### config.mk
export PLATFORM = sky130hd
export DESIGN_NAME = regfile_wb_arbiter
export DESIGN_NICKNAME = d
export VERILOG_FILES = /design/src/rtl/regfile_wb_arbiter.sv
export SDC_FILE = /design/constraint.sdc
export NUM_CORES = 1
export LEC_CHECK = 0
export ABC_AREA = 1
export ABC_CLOCK_PERIOD_IN_PS = 3200
export CAP_MARGIN = 20
export CORE_ASPECT_RATIO = 1.2
export CORE_MARGIN = 10
export CORE_UTILIZATION = 30
export DETAILED_ROUTE_END_ITERATION = 8
export REMOVE_ABC_BUFFERS = 1
export SYNTH_ARGS = -nofsm -noshare
export SYNTH_HDL_FRONTEND = slang
export SYNTH_SLANG_ARGS = --single-unit
### constraint.sdc
create_clock -name i_clk -period 3.2 [get_ports i_clk]
set_input_delay 0.96 -clock i_clk [delete_from_list [all_inputs] [get_ports i_clk]]
set_output_delay 0.96 -clock i_clk [all_outputs]
set_load 0.02 [all_outputs]
### src/rtl/regfile_wb_arbiter.sv
// regfile_wb_arbiter: merges ALU and buffered LSU results onto the register file write port, with kill and forwarding
module regfile_wb_arbiter #(
  parameter int DEPTH = 4,
  parameter int AW = 5,
  parameter int DW = 32
) (
  input  logic                   i_clk,
  input  logic                   i_rst,
  input  logic                   i_alu_valid,
  input  logic [AW-1:0]          i_alu_rd,
  input  logic [DW-1:0]          i_alu_data,
  input  logic                   i_lsu_valid,
  output logic                   o_lsu_ready,
  input  logic [AW-1:0]          i_lsu_rd,
  input  logic [DW-1:0]          i_lsu_data,
  output logic [AW-1:0]          o_wr_addr,
  output logic [DW-1:0]          o_wr_data,
  output logic                   o_wr_wren,
  input  logic [AW-1:0]          i_rs1_addr,
  input  logic [AW-1:0]          i_rs2_addr,
  output logic                   o_rs1_fwd_hit,
  output logic                   o_rs2_fwd_hit,
  output logic [DW-1:0]          o_rs1_fwd_data,
  output logic [DW-1:0]          o_rs2_fwd_data,
  output logic [$clog2(DEPTH):0] o_pending
);
  localparam int PW = $clog2(DEPTH);
  logic [AW-1:0] rd_q [DEPTH];
  logic [AW-1:0] rd_d [DEPTH];
  logic [DW-1:0] data_q [DEPTH];
  logic [DW-1:0] data_d [DEPTH];
  logic [DEPTH-1:0] kill_q, kill_d;
  logic [PW-1:0] head_q, head_d, tail_q, tail_d, idx;
  logic [PW:0] count_q, count_d;
  logic [AW-1:0] wr_addr_q, wr_addr_d;
  logic [DW-1:0] wr_data_q, wr_data_d;
  logic wr_wren_q, wr_wren_d, alu_win, push, pop, live;
  assign o_lsu_ready = count_q < (PW+1)'(DEPTH);
  assign o_wr_addr = wr_addr_q;
  assign o_wr_data = wr_data_q;
  assign o_wr_wren = wr_wren_q;
  // arbitration: ALU wins the output stage, otherwise the FIFO head drains; ALU writes kill older same-rd entries
  always_comb begin
    alu_win = i_alu_valid && i_alu_rd != '0;
    push = i_lsu_valid && o_lsu_ready && i_lsu_rd != '0;
    pop = !alu_win && count_q != '0;
    rd_d = rd_q;
    data_d = data_q;
    for (int i = 0; i < DEPTH; i++) kill_d[i] = kill_q[i] || (alu_win && rd_q[i] == i_alu_rd);
    if (push) begin
      rd_d[tail_q] = i_lsu_rd;
      data_d[tail_q] = i_lsu_data;
      kill_d[tail_q] = 1'b0;
    end
    head_d = pop ? head_q + PW'(1) : head_q;
    tail_d = push ? tail_q + PW'(1) : tail_q;
    count_d = count_q + (PW+1)'(push) - (PW+1)'(pop);
    wr_wren_d = alu_win || (pop && !kill_q[head_q]);
    wr_addr_d = alu_win ? i_alu_rd : pop ? rd_q[head_q] : wr_addr_q;
    wr_data_d = alu_win ? i_alu_data : pop ? data_q[head_q] : wr_data_q;
  end
  // live-entry count and forwarding: output stage is oldest, later live FIFO entries override it
  always_comb begin
    idx = '0;
    live = 1'b0;
    o_pending = '0;
    o_rs1_fwd_hit = wr_wren_q && i_rs1_addr != '0 && wr_addr_q == i_rs1_addr;
    o_rs2_fwd_hit = wr_wren_q && i_rs2_addr != '0 && wr_addr_q == i_rs2_addr;
    o_rs1_fwd_data = o_rs1_fwd_hit ? wr_data_q : '0;
    o_rs2_fwd_data = o_rs2_fwd_hit ? wr_data_q : '0;
    for (int i = 0; i < DEPTH; i++) begin
      idx = head_q + PW'(i);
      live = (PW+1)'(i) < count_q && !kill_q[idx];
      o_pending = o_pending + (PW+1)'(live);
      if (live && i_rs1_addr != '0 && rd_q[idx] == i_rs1_addr) begin
        o_rs1_fwd_hit = 1'b1;
        o_rs1_fwd_data = data_q[idx];
      end
      if (live && i_rs2_addr != '0 && rd_q[idx] == i_rs2_addr) begin
        o_rs2_fwd_hit = 1'b1;
        o_rs2_fwd_data = data_q[idx];
      end
    end
  end
  // state registers; reset discards all buffered writes
  always_ff @(posedge i_clk or negedge i_rst) begin
    if (!i_rst) begin
      for (int i = 0; i < DEPTH; i++) begin
        rd_q[i] <= '0;
        data_q[i] <= '0;
      end
      kill_q <= '0;
      head_q <= '0;
      tail_q <= '0;
      count_q <= '0;
      wr_addr_q <= '0;
      wr_data_q <= '0;
      wr_wren_q <= 1'b0;
    end else begin
      rd_q <= rd_d;
      data_q <= data_d;
      kill_q <= kill_d;
      head_q <= head_d;
      tail_q <= tail_d;
      count_q <= count_d;
      wr_addr_q <= wr_addr_d;
      wr_data_q <= wr_data_d;
      wr_wren_q <= wr_wren_d;
    end
  end
endmodule

==> impl_metrics.toml, run 1 <==
[status]
status = "complete, but fails checks"
violations = "setup timing"

[timing]
tightest_slew_ns = 0.6599
setup_ws_ns = -0.7429
worst_hold_slack_ns = 0.4848
rsz0062_at_grt = "yes"
max_freq_mhz = 253.6
setup_tns_ns = -45.83
hold_viol = 0
skew_ns = 0.01360
maxSlewHeadroom_pct = 56.01
period_needed_ns = 3.943
slew_violations = 0
post-route-period-util_pct = 123.2
setup_viol = 69

[critical_path]
critical-path-max-stage-delay_ns = 0.58
critPathArrivalTime_ns = 2.98
crit_family = "buffers and inverters"
cp_num_buf_inv = 6
path_cells = "inv_8, buf_12, nand2_4, nand3_2, nand2_2, xor2_1, nand3b_1, nor2_4, buf_12, buf_12, buf_16, a21oi_1, nand2_1, nand2_2, buf_6"
setup.worst_path.class = "reg2out"
startpoint_type = "flip-flop"
end_kind = "primary output"
worstPathMaxFanout = 8
crit_path_top_delay_cell = "dfrtp_4"
cp.required_ns = 2.24
r2r_setup_slack_ns = 1.07
crit_top_cell = "buf_12"

[final_layout]
utilization_pct = 43.42
postLayoutCellArea_sq_mm = 0.02239
final-instance-count-excl-fill = 3571
drive_gt1_share_pct = 20.77
fin_nets = 2961
syn2layout_area_growth_pct = 42.80
antenna_cells = 0

[cts]
tritoncts = "built"
cts_buffer_depth = 2
cts_hold_buf = 0
cts_sinks = 197
clock_latency_ns = 0.49
numCtsBuffers = 17
cts_max_level = 4
clk_pin_slew_ns = 0.08
cts_root_buffer = "clkbuf_16"

[global_route]
grt_use_total_pct = 21.51
grt_start_max_net_pins = 97
grt_pass1_wl_mm = 104.3
gr-total-overflow = 0
antenna_found_initial = 1
first_global_vias = 17480

[detailed_routing]
drtAntennaViolNets = 0
wl_per_cell_microns = 20.09
drt_drc_violations_left = 0
first_pass_iters = 8
drt_iter0_drc = 1773
wirelength_mm = 71.73
via_per_inst = 5.223
vias = 18650

[logic_synthesis]
ys_ff_latch = 197
synth_area_leaders = "dfrtp_1, nand2_1, o21ai_0"
synth_top_area_share_pct = 31.44
synthCells = 2571
yosysWarnings = 0
syn_area_sq_mm = 0.01568
yosys.area.top_type = "dfrtp_1"
synth.distinct_cells = 36
synthArstFlopShare_pct = 100.0
synth-edff-count = 0
postSynthAreaPerCell_sq_um = 6.099
ys_seq_area_share_pct = 31.44
synth_top_cells_by_count = "nand2_1, o21ai_0, nand3_1, dfrtp_1, inv_1"
synth_ff_type = "dfrtp_1"
post-synth-top-count-cell = "nand2_1"

[floorplan]
die_area_sq_mm = 0.06185
core_sq_mm = 0.05158
pin_count = 196
die_y_microns = 270.5
initial_core_util_pct = 30.40
row_count = 91
fp.dieW_microns = 228.7

[placed_design]
dpl_worst_slack_ns = -1.448
io_buffers = 195
placed_cell_area_sq_mm = 0.01968
numPlacedInstances = 3481
gp_congestion = 0.9029
dp_hpwl_mm = 46.12

[pwr]
power_mw = 26.17
p_leak_nw = 10.93
irDropWorstVdd_v = 0.0005659
power_density_mw_per_mm2 = 1168

[job]
max-cap-violations = 0

[hold_path]
hold_class = "in2async"
state kept, by name, summed over array words and instances, names as in the netlist:
| signal | flops |
|---|---|
| data_q | 128 |
| o_wr_data | 32 |
| rd_q | 20 |
| o_wr_addr | 5 |
| kill_q | 4 |
| count_q | 3 |
| head_q | 2 |
| tail_q | 2 |
| o_wr_wren | 1 |
logic make-up (layout without fill, tap and decap cells):
group           after synthesis  count (layout)  share of synthesized area [%]
compound gates              531             531                          17.71
flops                       197             197                          31.44
buf+inv                     368             669                          10.46
fa+ha+maj                    12              12                          1.053
simple gates               1419            1421                          36.89
xor+xnor                     44              44                          2.458
routing by layer:
metal,up-vias,GRT usage (%),wire length (microns)
met1,8638,26.19,28710
met2,878,36.50,34110
met3,239,3.790,5341
met5,-,0,0
met4,0,9.464,3567
li1,8898,-,-
worst reg2reg max path, cell delays in order, from the launching register on:
cell,delay (ns)
dfrtp_4,0.58
buf_6,0.16
buf_6,0.13
buf_4,0.13
buf_4,0.20
nand2_1,0.08
o21ai_0,0.10
o21ai_0,0.36
buf_4,0.18
o211ai_1,0.08
power breakdown:
group / total, mW / internal [mW] / switching (mW)
clock: 2.41 / 1.27 / 1.15
sequential: 4.72 / 3.64 / 1.08
combinational: 19.0 / 7.52 / 11.5
total: 26.2 / 12.4 / 13.7
final timing paths:
check / startpoint / to / cells past startpoint
setup / recovery: head_q[0] / o_rs2_fwd_data[27] / 15
hold / removal: i_rst / data_q[119] / 1
setup reg to reg: head_q[0] / o_wr_data[1] / 9
hold reg to reg: data_q[62] / data_q[62] / 2
max in group asynchronous: i_rst / o_wr_addr[4] / 2
min in group i_clk: data_q[62] / data_q[62] / 2
placed cells by master (no fill, tap or decap), drive strengths merged, types with 34 or more instances in the layout:
cell and count:
a21oi 71, buf 319, clkbuf 34, clkdlybuf4s50 115, dfrtp 197, inv 182
nand2 990, nand3 221, nand4 35, nor2 163, o211ai 39, o21ai 414
xor2 36
repair_timing:
action | 4_1_cts | 5_1_grt
endpoints found under the setup margin | 69 | 69
buffers inserted | 13 | 19
gates resized for setup | 427 | 274
gates cloned | 12 | 19
pin swaps | 14 | 92
area by class of cell:
class | instances | area [sq um]
clock inverter | 15 | 209.0
clock buffer | 17 | 425.4
timing repair buffer | 462 | 5195
inverter | 175 | 671.9
tap | 697 | 872.1
fill | 5236 | 29190
multi-input combinational | 2008 | 10080
sequential | 197 | 4937
(Power assumes the default switching activity.)
==> inputs of run 2 (changes only) <==
--- a/config.mk
+++ b/config.mk
@@ -6,7 +6,7 @@
 export NUM_CORES = 1
 export LEC_CHECK = 0
 export ABC_AREA = 1
-export ABC_CLOCK_PERIOD_IN_PS = 3200
+export ABC_CLOCK_PERIOD_IN_PS = 3300
 export CAP_MARGIN = 20
 export CORE_ASPECT_RATIO = 1.2
 export CORE_MARGIN = 10
==> constraint.sdc (replaced) <==
create_clock -name i_clk -period 3.3 [get_ports i_clk]
set_input_delay 0.99 -clock i_clk [delete_from_list [all_inputs] [get_ports i_clk]]
set_output_delay 0.99 -clock i_clk [all_outputs]
set_load 0.02 [all_outputs]
==> run 2 against run 1 <==
Compared with the run above:
- the run still ends with setup timing left
- core utilization down 2.9 points
- power is 12% lower
- via count fell by 2.2%
- cell count fell by 0.90%
- register-to-register slack better by 0.10 ns
- sequential share of layout area increased by 1.6 points
- setup slack improved by 0.052 ns
- design area fell by 6.7%
- critical path depth unchanged
- largest cell class unchanged
- highest routed layer unchanged
==> impl_metrics.toml, run 2 (synthesis gave the netlist of run 1 again) <==
[detailed_routing]
vias = 18240
wl_met2_mm = 32.69
wl_met1_mm = 27.63
wl_met3_mm = 4.447
drt_iter0_drc = 1660
first_pass_iters = 8
via_per_inst = 5.154
wirelength_mm = 67.29
top_layer_used = "met4"
wl_per_cell_microns = 19.01
drtAntennaViolNets = 0
drt_drc_violations_left = 0

[critical_path]
setup.worst_path.class = "reg2out"
critical-path-max-stage-delay_ns = 0.53
worstSetupStartpoint = "head_q[0]"
r2r_setup_slack_ns = 1.17
crit_top_cell = "nand2_1"
crit_path_top_delay_cell = "dfrtp_4"
end_kind = "primary output"
worstPathMaxFanout = 35
rr_worst_depth = 6
startpoint_type = "flip-flop"
critPathArrivalTime_ns = 3.00
cp.required_ns = 2.31
r2r_start = "count_q[2]"
path_cells = "buf_12, nand2_4, nand2_8, nand2_1, nand3_2, buf_4, nor2_1, nand3_1, nor2_4, buf_4, bufbuf_16, a21oi_1, nand2_1, nand2_1, buf_2"
rr_endpoint = "o_wr_data[29]"

[pwr]
p_comb_share_pct = 70.5
power_density_mw_per_mm2 = 1106
internal-power_mw = 10.80
p_leak_nw = 10.48
clkPwrFrac_pct = 10.0
power_frac_seq_pct = 19.5
swShare_pct = 53.24
p_sw_mw = 12.29
irDropWorstVdd_v = 0.0006542

[global_route]
gr-total-overflow = 0
first_global_vias = 17520
grt_use_total_pct = 20.95
grt_pass1_wl_mm = 102.0
grt_start_max_net_pins = 164
antenna_found_initial = 1

[floorplan]
row_count = 91
fp.dieW_microns = 228.7
initial_core_util_pct = 30.40
core_sq_mm = 0.05158
pin_count = 196
die_y_microns = 270.5
die_area_sq_mm = 0.06185

[timing]
post-route-period-util_pct = 120.9
rsz0062_at_grt = "yes"
hold_viol = 0
setup_ws_ns = -0.6910
skew_ns = 0.01167
tightest_slew_ns = 0.9852
maxSlewHeadroom_pct = 34.22
slew_violations = 0
setup_viol = 69
period_needed_ns = 3.991
max_freq_mhz = 250.6

[cts]
cts_root_buffer = "clkbuf_16"
cts_max_level = 4
cts_sinks = 197
cts_buffer_depth = 2
clk_pin_slew_ns = 0.08
numCtsBuffers = 17
clock_latency_ns = 0.48
cts_hold_buf = 0
tritoncts = "built"

[placed_design]
gp_congestion = 0.9449
io_buffers = 195
dp_hpwl_mm = 46.04
placed_cell_area_sq_mm = 0.01964
numPlacedInstances = 3479
dpl_worst_slack_ns = -1.334

[final_layout]
syn2layout_area_growth_pct = 33.17
fin_nets = 2928
postLayoutCellArea_sq_mm = 0.02088
final_cell_mix = "nand2_1, o21ai_0, nand3_1"
multi_input_area_sq_mm = 0.009370
final-instance-count-excl-fill = 3539
seq_area_sq_mm = 0.004937
largest_register_ff_count = 128
top_register = "data_q"
n_fill_cell = 5400
final_common_cell = "nand2_1"
drive_gt1_share_pct = 14.54

[status]
violations = "setup timing"
status = "complete, but fails checks"

[job]
max-cap-violations = 0

[hold_path]
hold_class = "in2async"
-- run 2: cell types whose count changed in the layout (fill, tap and decap cells not counted), sizes merged, moves of 2 or more --
cell / delta
clkbuf: -14
nand2: -2
inv: -3
bufbuf: +6
dlygate4sd2: +2
buf: -25
clkinv: +2
-- run 2: area by class of cell --
cell class	count	area share (%)
Multi-Input combinational cell	2006	44.87
Sequential cell	197	23.64
Timing Repair Buffer	431	21.13
Tap cell	697	4.176
Inverter	175	3.194
Clock buffer	17	2.037
Clock inverter	15	0.9347
Antenna cell	1	0.01198
-- run 2: how the worst max path moves through the flow --
stage	end	slack [ns]	depth (start not counted)
finish	o_rs2_fwd_data[15]	-0.69	15
global route	o_rs1_fwd_data[29]	-0.86	17
CTS	o_rs1_fwd_data[10]	-0.73	16
detailed placement	o_rs1_fwd_data[13]	-1.33	13
global placement	o_rs2_fwd_data[16]	-1.35	13
floorplan	o_rs1_fwd_data[0]	-6.24	11
-- run 2: per-stage QoR --
stage / hold WS, ns / setup TNS (ns) / total power, mW / utilization (%)
after floorplan: 0.4530 / -506.21 / 13.04 / -
after global placement: 0.4675 / -85.43 / 20.08 / 38.07
after detailed placement: 0.4724 / -87.10 / 20.33 / 38.07
after CTS: 0.4675 / -45.27 / 22.86 / 40.26
after global routing: 0.4924 / -53.64 / 25.00 / 40.49
final: 0.4675 / -42.10 / 23.09 / 40.49
-- run 2: power groups by stage --
stage | combinational (mW) | clock (mW) | sequential, mW
finish | 16.3 | 2.31 | 4.49
floorplan | 8.21 | 0 | 4.83
CTS | 16.0 | 2.37 | 4.47
global placement | 15.6 | 0 | 4.47
global route | 17.9 | 2.44 | 4.64
detailed placement | 15.8 | 0 | 4.50
-- run 2: routing by layer --
layer	vias to the layer above	global-route usage, %
met2	783	36.29
met3	172	2.984
met1	8457	25.33
met5	-	0
met4	0	9.254
li1	8827	-
-- run 2: critical path: cells and delay by family (launching register included) --
| family | cells | cell delay (ns) |
|---|---|---|
| buffers and inverters | 5 | 0.93 |
| DFF | 1 | 0.53 |
| and+or+nand+nor | 9 | 1.00 |
| AOI/OAI and AO/OA | 1 | 0.05 |
-- run 2: what timing repair did --
action | CTS | global route
cloned | 13 | 1
buffers inserted | 14 | 0
pin swaps | 16 | 5
setup endpoints to repair | 69 | 69
gates resized for setup | 375 | 29
